`src/rtl/gfsk_mod_multirate.sv`:
```
// gfsk_mod_multirate: BTLE GFSK front end; repeat-upsamples bits through a symmetric
// Gaussian FIR with automatic tail flush, producing fmod and a wrapped phase accumulator.
module gfsk_mod_multirate #(
    parameter int MAX_SAMPLE_PER_SYMBOL = 8,
    parameter int GAUSS_FILTER_BIT_WIDTH = 16,
    parameter int NUM_TAP_GAUSS_FILTER = 17,
    parameter int TAP_INDEX_BIT_WIDTH = 4,
    parameter int PHASE_BIT_WIDTH = 16
) (
    input  logic                              clk,
    input  logic                              rst,
    input  logic                              tap_write_en,
    input  logic [TAP_INDEX_BIT_WIDTH-1:0]    tap_index,
    input  logic [GAUSS_FILTER_BIT_WIDTH-1:0] tap_value,
    input  logic                              phy_mode,
    input  logic [1:0]                        fmod_shift,
    input  logic                              phy_bit,
    input  logic                              bit_valid,
    input  logic                              bit_valid_last,
    output logic                              bit_ready,
    output logic [GAUSS_FILTER_BIT_WIDTH-1:0] fmod,
    output logic [PHASE_BIT_WIDTH-1:0]        phase,
    output logic                              sample_valid,
    output logic                              sample_valid_last,
    output logic                              busy
);
    localparam int N = NUM_TAP_GAUSS_FILTER;
    localparam int W = GAUSS_FILTER_BIT_WIDTH;
    localparam int PW = PHASE_BIT_WIDTH;
    localparam int CW = $clog2(MAX_SAMPLE_PER_SYMBOL);
    localparam int FW = $clog2(N);
    localparam int AW = W + $clog2(N);
    localparam int HALF = (N - 1) / 2;
    localparam logic [CW-1:0] LAST_1M = CW'(MAX_SAMPLE_PER_SYMBOL - 1);
    localparam logic [CW-1:0] LAST_2M = CW'(MAX_SAMPLE_PER_SYMBOL / 2 - 1);
    localparam logic signed [AW-1:0] SAT_HI = AW'((1 << (W - 1)) - 1);
    localparam logic signed [AW-1:0] SAT_LO = -SAT_HI - 1;

    typedef enum logic [1:0] {IDLE, RUN, FLUSH} state_t;

    state_t state_q, state_d;
    logic [CW-1:0] cnt_q, cnt_d, last_cnt;
    logic [FW-1:0] fcnt_q, fcnt_d;
    logic bit_q, bit_d, last_q, last_d, mode_q, mode_d, ready_q, ready_d;
    logic in_v_q, in_v_d, in_last_q, in_last_d, sv_q, sv_d, svl_q, svl_d, accept;
    logic [1:0] shift_q, shift_d;
    // Shift register stored as (nonzero, negative) bit pairs: samples are only -1/0/+1.
    logic [N-1:0] nz_q, nz_d, neg_q, neg_d;
    logic signed [W-1:0] h_q [N];
    logic signed [W-1:0] h_d [N];
    logic signed [W-1:0] fmod_q, fmod_d;
    logic [PW-1:0] phase_q, phase_d;
    logic signed [AW-1:0] acc;

    always_comb begin
        accept = bit_valid & ready_q;
        last_cnt = mode_q ? LAST_2M : LAST_1M;
        state_d = state_q;
        bit_d = bit_q;
        last_d = last_q;
        mode_d = mode_q;
        shift_d = shift_q;
        h_d = h_q;
        in_last_d = 1'b0;
        in_v_d = state_q != IDLE;
        cnt_d = cnt_q + 1'b1;
        fcnt_d = fcnt_q + 1'b1;
        nz_d = state_q == IDLE ? '0 : {nz_q[N-2:0], state_q == RUN};
        neg_d = state_q == IDLE ? '0 : {neg_q[N-2:0], state_q == RUN && !bit_q};
        if (state_q == IDLE) begin
            for (int k = 0; k < N; k++)
                if (tap_write_en && int'(tap_index) <= HALF &&
                    (k == int'(tap_index) || k == N - 1 - int'(tap_index)))
                    h_d[k] = $signed(tap_value);
            if (accept) begin
                state_d = RUN;
                cnt_d = '0;
                bit_d = phy_bit;
                last_d = bit_valid_last;
                mode_d = phy_mode;
                shift_d = fmod_shift;
            end
        end else if (state_q == RUN) begin
            if (cnt_q == last_cnt) begin
                if (accept) begin
                    cnt_d = '0;
                    bit_d = phy_bit;
                    last_d = bit_valid_last;
                end else begin
                    state_d = FLUSH;
                    fcnt_d = '0;
                end
            end
        end else if (fcnt_q == FW'(N - 2)) begin
            state_d = IDLE;
            in_last_d = 1'b1;
        end
        ready_d = state_d == IDLE ||
                  (state_d == RUN && !last_d && cnt_d == (mode_d ? LAST_2M : LAST_1M));
        acc = '0;
        for (int k = 0; k < N; k++)
            acc = acc + (nz_q[k] ? (neg_q[k] ? -AW'(h_q[k]) : AW'(h_q[k])) : AW'(0));
        fmod_d = acc > SAT_HI ? W'(SAT_HI) : acc < SAT_LO ? W'(SAT_LO) : W'(acc);
        phase_d = (state_q == IDLE && accept) ? '0 :
                  in_v_q ? phase_q + PW'(fmod_d >>> shift_q) : phase_q;
        sv_d = in_v_q;
        svl_d = in_last_q;
    end

    always_ff @(posedge clk or negedge rst) begin
        if (!rst) begin
            state_q <= IDLE;
            cnt_q <= '0;
            fcnt_q <= '0;
            bit_q <= 1'b0;
            last_q <= 1'b0;
            mode_q <= 1'b0;
            shift_q <= '0;
            ready_q <= 1'b0;
            in_v_q <= 1'b0;
            in_last_q <= 1'b0;
            sv_q <= 1'b0;
            svl_q <= 1'b0;
            nz_q <= '0;
            neg_q <= '0;
            fmod_q <= '0;
            phase_q <= '0;
            for (int k = 0; k < N; k++) h_q[k] <= '0;
        end else begin
            state_q <= state_d;
            cnt_q <= cnt_d;
            fcnt_q <= fcnt_d;
            bit_q <= bit_d;
            last_q <= last_d;
            mode_q <= mode_d;
            shift_q <= shift_d;
            ready_q <= ready_d;
            in_v_q <= in_v_d;
            in_last_q <= in_last_d;
            sv_q <= sv_d;
            svl_q <= svl_d;
            nz_q <= nz_d;
            neg_q <= neg_d;
            fmod_q <= fmod_d;
            phase_q <= phase_d;
            h_q <= h_d;
        end
    end

    assign bit_ready = ready_q;
    assign fmod = fmod_q;
    assign phase = phase_q;
    assign sample_valid = sv_q;
    assign sample_valid_last = svl_q;
    assign busy = state_q != IDLE;
endmodule

```
`config.mk`:
```
export PLATFORM = sky130hd
export DESIGN_NAME = gfsk_mod_multirate
export DESIGN_NICKNAME = d
export VERILOG_FILES = /design/src/rtl/gfsk_mod_multirate.sv
export SDC_FILE = /design/constraint.sdc
export NUM_CORES = 2
export LEC_CHECK = 0
export BUFFER_PORTS_ARGS = -buffer_cell sky130_fd_sc_hd__buf_2
export CORE_ASPECT_RATIO = 2
export CORE_UTILIZATION = 45
export CTS_CLUSTER_DIAMETER = 60
export DETAILED_ROUTE_END_ITERATION = 10
export PLACE_DENSITY = 0.6
export SYNTH_ARGS = -nofsm -noshare
export SYNTH_HDL_FRONTEND = slang
export SYNTH_SLANG_ARGS = --single-unit
```
`constraint.sdc`:
```
create_clock -name clk -period 30.6 [get_ports clk]
set_input_delay 6.12 -clock clk [delete_from_list [all_inputs] [get_ports clk]]
set_output_delay 6.12 -clock clk [all_outputs]
set_load 0.01 [all_outputs]
```
[Yosys cells after proc, flatten, opt, wreduce, memory -nomap -nowiden]
Index checks and enable logic that the tools add are counted.
Cells by class
  reductions and logical operators: 68
  magnitude comparators: 3
  bitwise operators: 1
  equal/unequal tests: 36
  muxes and demuxes: 69
  shift operators: 1
  add/sub/neg operators: 37
Operators with widths (number)
  21-bit 2-to-1 mux: 34
  16-bit negation with 21-bit output: 17
  21-bit adder: 16
  16-bit 2-to-1 mux: 4
  5-bit by 6-bit == test with 1-bit output, first input constant: 8
  2-bit AND reduction: 19
  17-bit 2-to-1 mux: 2
  4-bit == test, first input constant: 8
  32-bit zero test: 1
  4-bit by 6-bit == test with 1-bit output, first input constant: 4
  1-bit logical AND: 22
  21-bit by 16-bit > comparator with 1-bit output, second input constant: 1
  21-bit by 16-bit < comparator with 1-bit output, second input constant: 1
  5-bit 2-to-1 mux: 4
  3-bit 2-to-1 mux: 6
  1-bit logical OR: 17
  16-bit adder: 1
  3-bit by 4-bit == test with 1-bit output, first input constant: 4
  16-bit by 2-bit >>> shifter with 16-bit output: 1
  1-bit 2-to-1 mux: 13
  3-bit by 6-bit == test with 1-bit output, first input constant: 2
  2-bit 2-to-1 mux: 6
  2-bit by 4-bit == test with 1-bit output, first input constant: 2
  2-bit nonzero test: 4
  other kinds (14): 18
Storage, ports and cells
  input port bits: 29
  bits in registers: 358
  logic and storage cells: 248
  output and inout bits: 36

[Longest topological paths before layout]
  depth after elaboration: 26
  mapped depth: 47
  gate-level depth less buffers: 46

[Least setup slack after synthesis]
Ideal clock, no wire load.
  path type: register to register
  start: register h_q[114] (netlist bit)
  end: register phase_q[14], in the netlist phase[14]
  path buffers: 2
  slack: 19.987 ns
  cell stages (with the launch flop): 43
  arrival: 10.527 ns
  setup time: 0.086 ns
  clock period less this slack: 10.613 ns
  required time: 30.514 ns
  path through: dfrtp_1 > or4_4 > or3_1 > or4_4 > nand2_1 > xnor2_1 > and2_1 > fa_1 > inv_1 > fa_1 > fa_1 > inv_1 > fa_1 > fa_1 > inv_1 > fa_1 > inv_1 > ha_1 > [7 not listed] > nor2_4 > buf_4 > o21a_1 > o22ai_1 > ha_1 > inv_1 > fa_1 > and3b_1 > o21ai_0 > a21oi_1 > o21a_1 > o21a_1 > o21ai_0 > a21boi_0 > o21a_1 > o211ai_1 > and4b_1 > nor3_1
On the way
  cells in the longest elaborated chain, start to end: 18
  elaborated cells between the ends (all ways): 19
  classes of those cells: 10 x add/sub; 2 x order compare; 1 x shift; 6 x mux
Ends and longest elaborated chain
  from (decl): line 49  | logic signed [W-1:0] h_q [N];
  from (signal assigned): line 146  | h_q <= h_d;
  16-bit negation with 21-bit output: line 102  | acc = acc + (nz_q[k] ? (neg_q[k] ? -AW'(h_q[k]) : AW'(h_q[k])) : AW'(0));
  21-bit 2-to-1 mux * (2 in a row): line 102
  21-bit adder * (8 in a row): line 102
  21-bit by 16-bit < comparator with 1-bit output: line 103  | fmod_d = acc > SAT_HI ? W'(SAT_HI) : acc < SAT_LO ? W'(SAT_LO) : W'(acc);
  16-bit 2-to-1 mux: line 103
  16-bit 2-to-1 mux *: line 103
  16-bit by 2-bit >>> shifter with 16-bit output *: line 105  | in_v_q ? phase_q + PW'(fmod_d >>> shift_q) : phase_q;
  16-bit adder *: line 105
  16-bit 2-to-1 mux *: line 105
  16-bit 2-to-1 mux *: line 104  | phase_d = (state_q == IDLE && accept) ? '0 :
  to (signal assigned): line 145  | phase_q <= phase_d;
  to (decl): line 52  | logic [PW-1:0] phase_q, phase_d;
Every way passes the cells marked *; elsewhere a longest branch is shown, timed or not. The select of a mux whose other input is x is not followed.
A chain may end at the register's enable or synchronous reset.

[Worst setup path after layout]
  start: register h_q[240] (netlist bit)
  end: register phase_q[14], in the netlist phase[14]
On the way
  cells in the longest elaborated chain, start to end: 26
  elaborated cells between the ends (all ways): 27
  classes of those cells: 18 x add/sub; 2 x order compare; 1 x shift; 6 x mux
Ends and longest elaborated chain (line)
  16-bit negation with 21-bit output: 102
  21-bit 2-to-1 mux * (2 in a row): 102
  21-bit adder * (16 in a row): 102
  21-bit by 16-bit < comparator with 1-bit output: 103
  16-bit 2-to-1 mux: 103
  16-bit 2-to-1 mux *: 103
  16-bit by 2-bit >>> shifter with 16-bit output *: 105
  16-bit adder *: 105
  16-bit 2-to-1 mux *: 105
  16-bit 2-to-1 mux *: 104
Marks and branches as above.

==> results.yml <==
run_status:
  outcome: "finished, violations left"
  violations: "capacitance limit, slew limit"
placement:
  port_buffers: 64
  dp_hpwl_um: 87950
  gp_congestion: 0.9654
yosys:
  netlist.area_leader.share: 0.3049
  synth_edf_count: 0
  async_flop_share: 1.000
  synth-simple-area-share: 0.2055
  synth.distinct_cells: 83
  synthCells: 3323
  syn_area_sq_mm: 0.02938
  synth_top_family_by_area: "adder cells"
  ys_top_cells_by_area: "dfrtp_1 (30%), fa_1 (20%), nand2_1 (12%)"
  syn-num-nets: 3705
  synth-xor-area-share: 0.08731
  synthAdderAreaFrac: 0.2242
  synth-compound-area-share: 0.09493
  yosysWarningCount: 0
  post_synth.cell_area_avg_sq_um: 8.841
  synth.mux.area_fraction: 0.01652
  yosys.area.top_type: "dfrtp_1"
  synth-seq-cells: 358
  ys.flop_type: "dfrtp_1"
  yosysSeqAreaShare: 0.3049
sta:
  slew_violations: 6
  hold_viol: 0
  fmax_mhz: 78.74
  setup_viol: 0
  whs_ns: 0.3493
  clock_skew_ns: 0.02779
  min_period_ns: 12.70
  rsz0062_at_grt: "false"
  tightest_slew_ns: 1.658
  max_slew_margin: -0.1170
  final.setup.tns_ns: 0
  min_period_over_period: 0.4150
setup_path:
  r2r-start: "h_q[240]"
  start_kind: "register"
  endpoint_kind: "register"
  critical_path.most_common_cell: "fa_1"
  cp_slowest_cell: "nor4_1"
  worstPathMaxFanout: 24
  arrival_ns: 13.20
  critPathLaunch: "h_q[240]"
  path_class: "reg -> reg"
  cp.required_ns: 31.10
  cp_slowest_stage_delay_ns: 1.30
detailed_routing:
  wire_per_inst_um: 25.20
  viasPerCell: 5.549
  via_count: 23400
  drt_iter0_markers: 1381
  ant_nets: 0
  drc: 0
  routed_wl_um: 106300
  drt_first_pass_iters: 7
layout:
  nets: 3698
  drive_above_1_share: 0.06394
  syn_to_final_growth_pct: 8.258
  antenna_cells: 0
  fillers: 6202
cts:
  tritoncts: "built"
  cts_root_buf: "clkbuf_16"
  post-cts-setup-buffer-count: 0
  path_clk_slew_ns: 0.06
  numCtsBuffers: 40
  clk_latency_ns: 0.61
  cts_buffer_depth: 3
  cts_max_level: 2
  ctsHoldBuffers: 0
  clock-sinks: 358
  ctsResizeCount: 0
floorplan:
  dieArea_sq_mm: 0.06637
  start_util: 0.4549
  die-width_um: 182.7
  rows: 132
  die_y_um: 363.3
  ios: 65
  coreArea_sq_mm: 0.06458
power:
  power_leakage_nw: 15.29
  power_mw: 2.982
  peakVddDrop_uv: 85.95
  power_density_mw_per_mm2: 93.75
hold_path:
  worstHoldStart: "in_last_q"
  hp-class: "reg -> reg"
grt:
  overflow: 0
  grt_pass1_wl_um: 156800
  grt_usage: 0.3282
  antenna_found_initial: 1
  grt_max_degree: 92
  grt_pass1_vias: 25250
run:
  drv_cap: 2
[critical path, delay by kind of cell (launching register included)]
kind	cells	cell delay, ns
xor+xnor	1	0.13
flops	1	0.41
fa+ha+maj	10	4.21
buf+inv	4	0.26
compound gates	13	2.92
simple gates	11	4.66
[Yosys cell counts, types with 4 or more instances]
| cell type | instances |
|---|---|
| a211oi_1 | 10 |
| a21boi_0 | 8 |
| a21o_1 | 9 |
| a21oi_1 | 39 |
| a31o_2 | 5 |
| a41o_1 | 4 |
| and2_1 | 121 |
| and3_1 | 10 |
| clkbuf_1 | 128 |
| dfrtp_1 | 358 |
| fa_1 | 289 |
| ha_1 | 64 |
| inv_1 | 377 |
| mux2_2 | 20 |
| mux2i_1 | 26 |
| nand2_1 | 902 |
| nand2b_1 | 33 |
| nand3_1 | 19 |
| nand3b_1 | 5 |
| nand4_1 | 4 |
| nand4b_1 | 5 |
| nor2_1 | 87 |
| nor2b_1 | 34 |
| nor3_1 | 22 |
| nor4_1 | 12 |
| o21a_1 | 15 |
| o21ai_0 | 197 |
| o311a_1 | 5 |
| o311ai_0 | 5 |
| o31ai_1 | 61 |
| o41ai_1 | 36 |
| or2_2 | 4 |
| or3_1 | 23 |
| or4_1 | 27 |
| or4b_2 | 5 |
| xnor2_1 | 246 |
| xnor3_1 | 6 |
| xor2_1 | 26 |
[through the flow]
| step | cells | instance area (sq um) | setup slack (ns) | utilization |
|---|---|---|---|---|
| after floorplan | 3323 | 29380 | 19.99 | - |
| after global placement | 4145 | 30450 | 18.65 | 0.4715 |
| after detailed placement | 4145 | 30450 | 18.36 | 0.4715 |
| after CTS | 4218 | 31800 | 18.32 | 0.4925 |
| after global routing | 4218 | 31800 | 17.39 | 0.4925 |
| final | 4218 | 31800 | 17.90 | 0.4925 |
[worst paths after layout]
| kind | slack (ns) | cells past startpoint | to |
|---|---|---|---|
| setup / recovery | 17.90 | 39 | phase[14] |
| hold / removal | 0.35 | 0 | sample_valid_last |
| setup reg to reg | 17.90 | 39 | phase[14] |
| hold reg to reg | 0.35 | 0 | sample_valid_last |
| max in group asynchronous | 23.31 | 3 | h_q[225] |
| min in group asynchronous | 5.50 | 1 | fmod[6] |
[cells by family (layout without fill, tap and decap cells)]
logic type	after synthesis	after routing
muxes	46	46
buffers and inverters	517	541
and+or+nand+nor	1342	1342
adders and majority gates	353	353
AOI/OAI and AO/OA	427	427
DFF	358	358
xor gates and xnor gates	280	280
[metal layers]
metal	global-route usage	part of all wire	vias to the layer above
met3	0.03505	0.033	369
li1	-	-	10560
met5	0	0	-
met2	0.6333	0.55	741
met1	0.2961	0.31	11740
met4	0.2918	0.10	0
[state kept, by name (all words and copies together) (netlist names), 2 cells and up]
register	flops
nz_q	17
state_q	2
shift_q	2
fmod	16
h_q	272
phase	16
neg_q	17
fcnt_q	5
cnt_q	3
[power breakdown]
group	leakage, nW	total [mW]	internal [mW]	switching, mW
Combinational	10.0	1.58	0.638	0.946
Sequential	4.61	0.876	0.643	0.233
Clock	0.655	0.522	0.290	0.232
[area by class of cell]
class | instances | area [sq um] | share of cell area
timing repair buffer | 87 | 503.0 | 0.01581
clock buffer | 51 | 1092 | 0.03434
clock inverter | 22 | 264.0 | 0.008301
tap | 871 | 1090 | 0.03427
multi-input combinational | 2448 | 18470 | 0.5806
sequential | 358 | 8959 | 0.2817
inverter | 381 | 1430 | 0.04497
[cells in the final DEF (no fill, tap or decap), types with 12 or more instances in the layout]
cell / count
o41ai_1: 36
nor2_1: 86
clkbuf_16: 40
nand2b_1: 33
mux2i_1: 26
ha_1: 64
nor2b_1: 34
o31ai_1: 61
nand3_1: 19
fa_1: 289
buf_4: 23
xnor2_1: 246
o21a_1: 15
dfrtp_1: 358
nand2_1: 902
and2_1: 121
buf_2: 63
nor3_1: 22
nor4_1: 12
mux2_2: 20
or3_1: 23
a21oi_1: 39
xor2_1: 26
or4_1: 27
o21ai_0: 197
inv_1: 377
(Power assumes the default switching activity.)
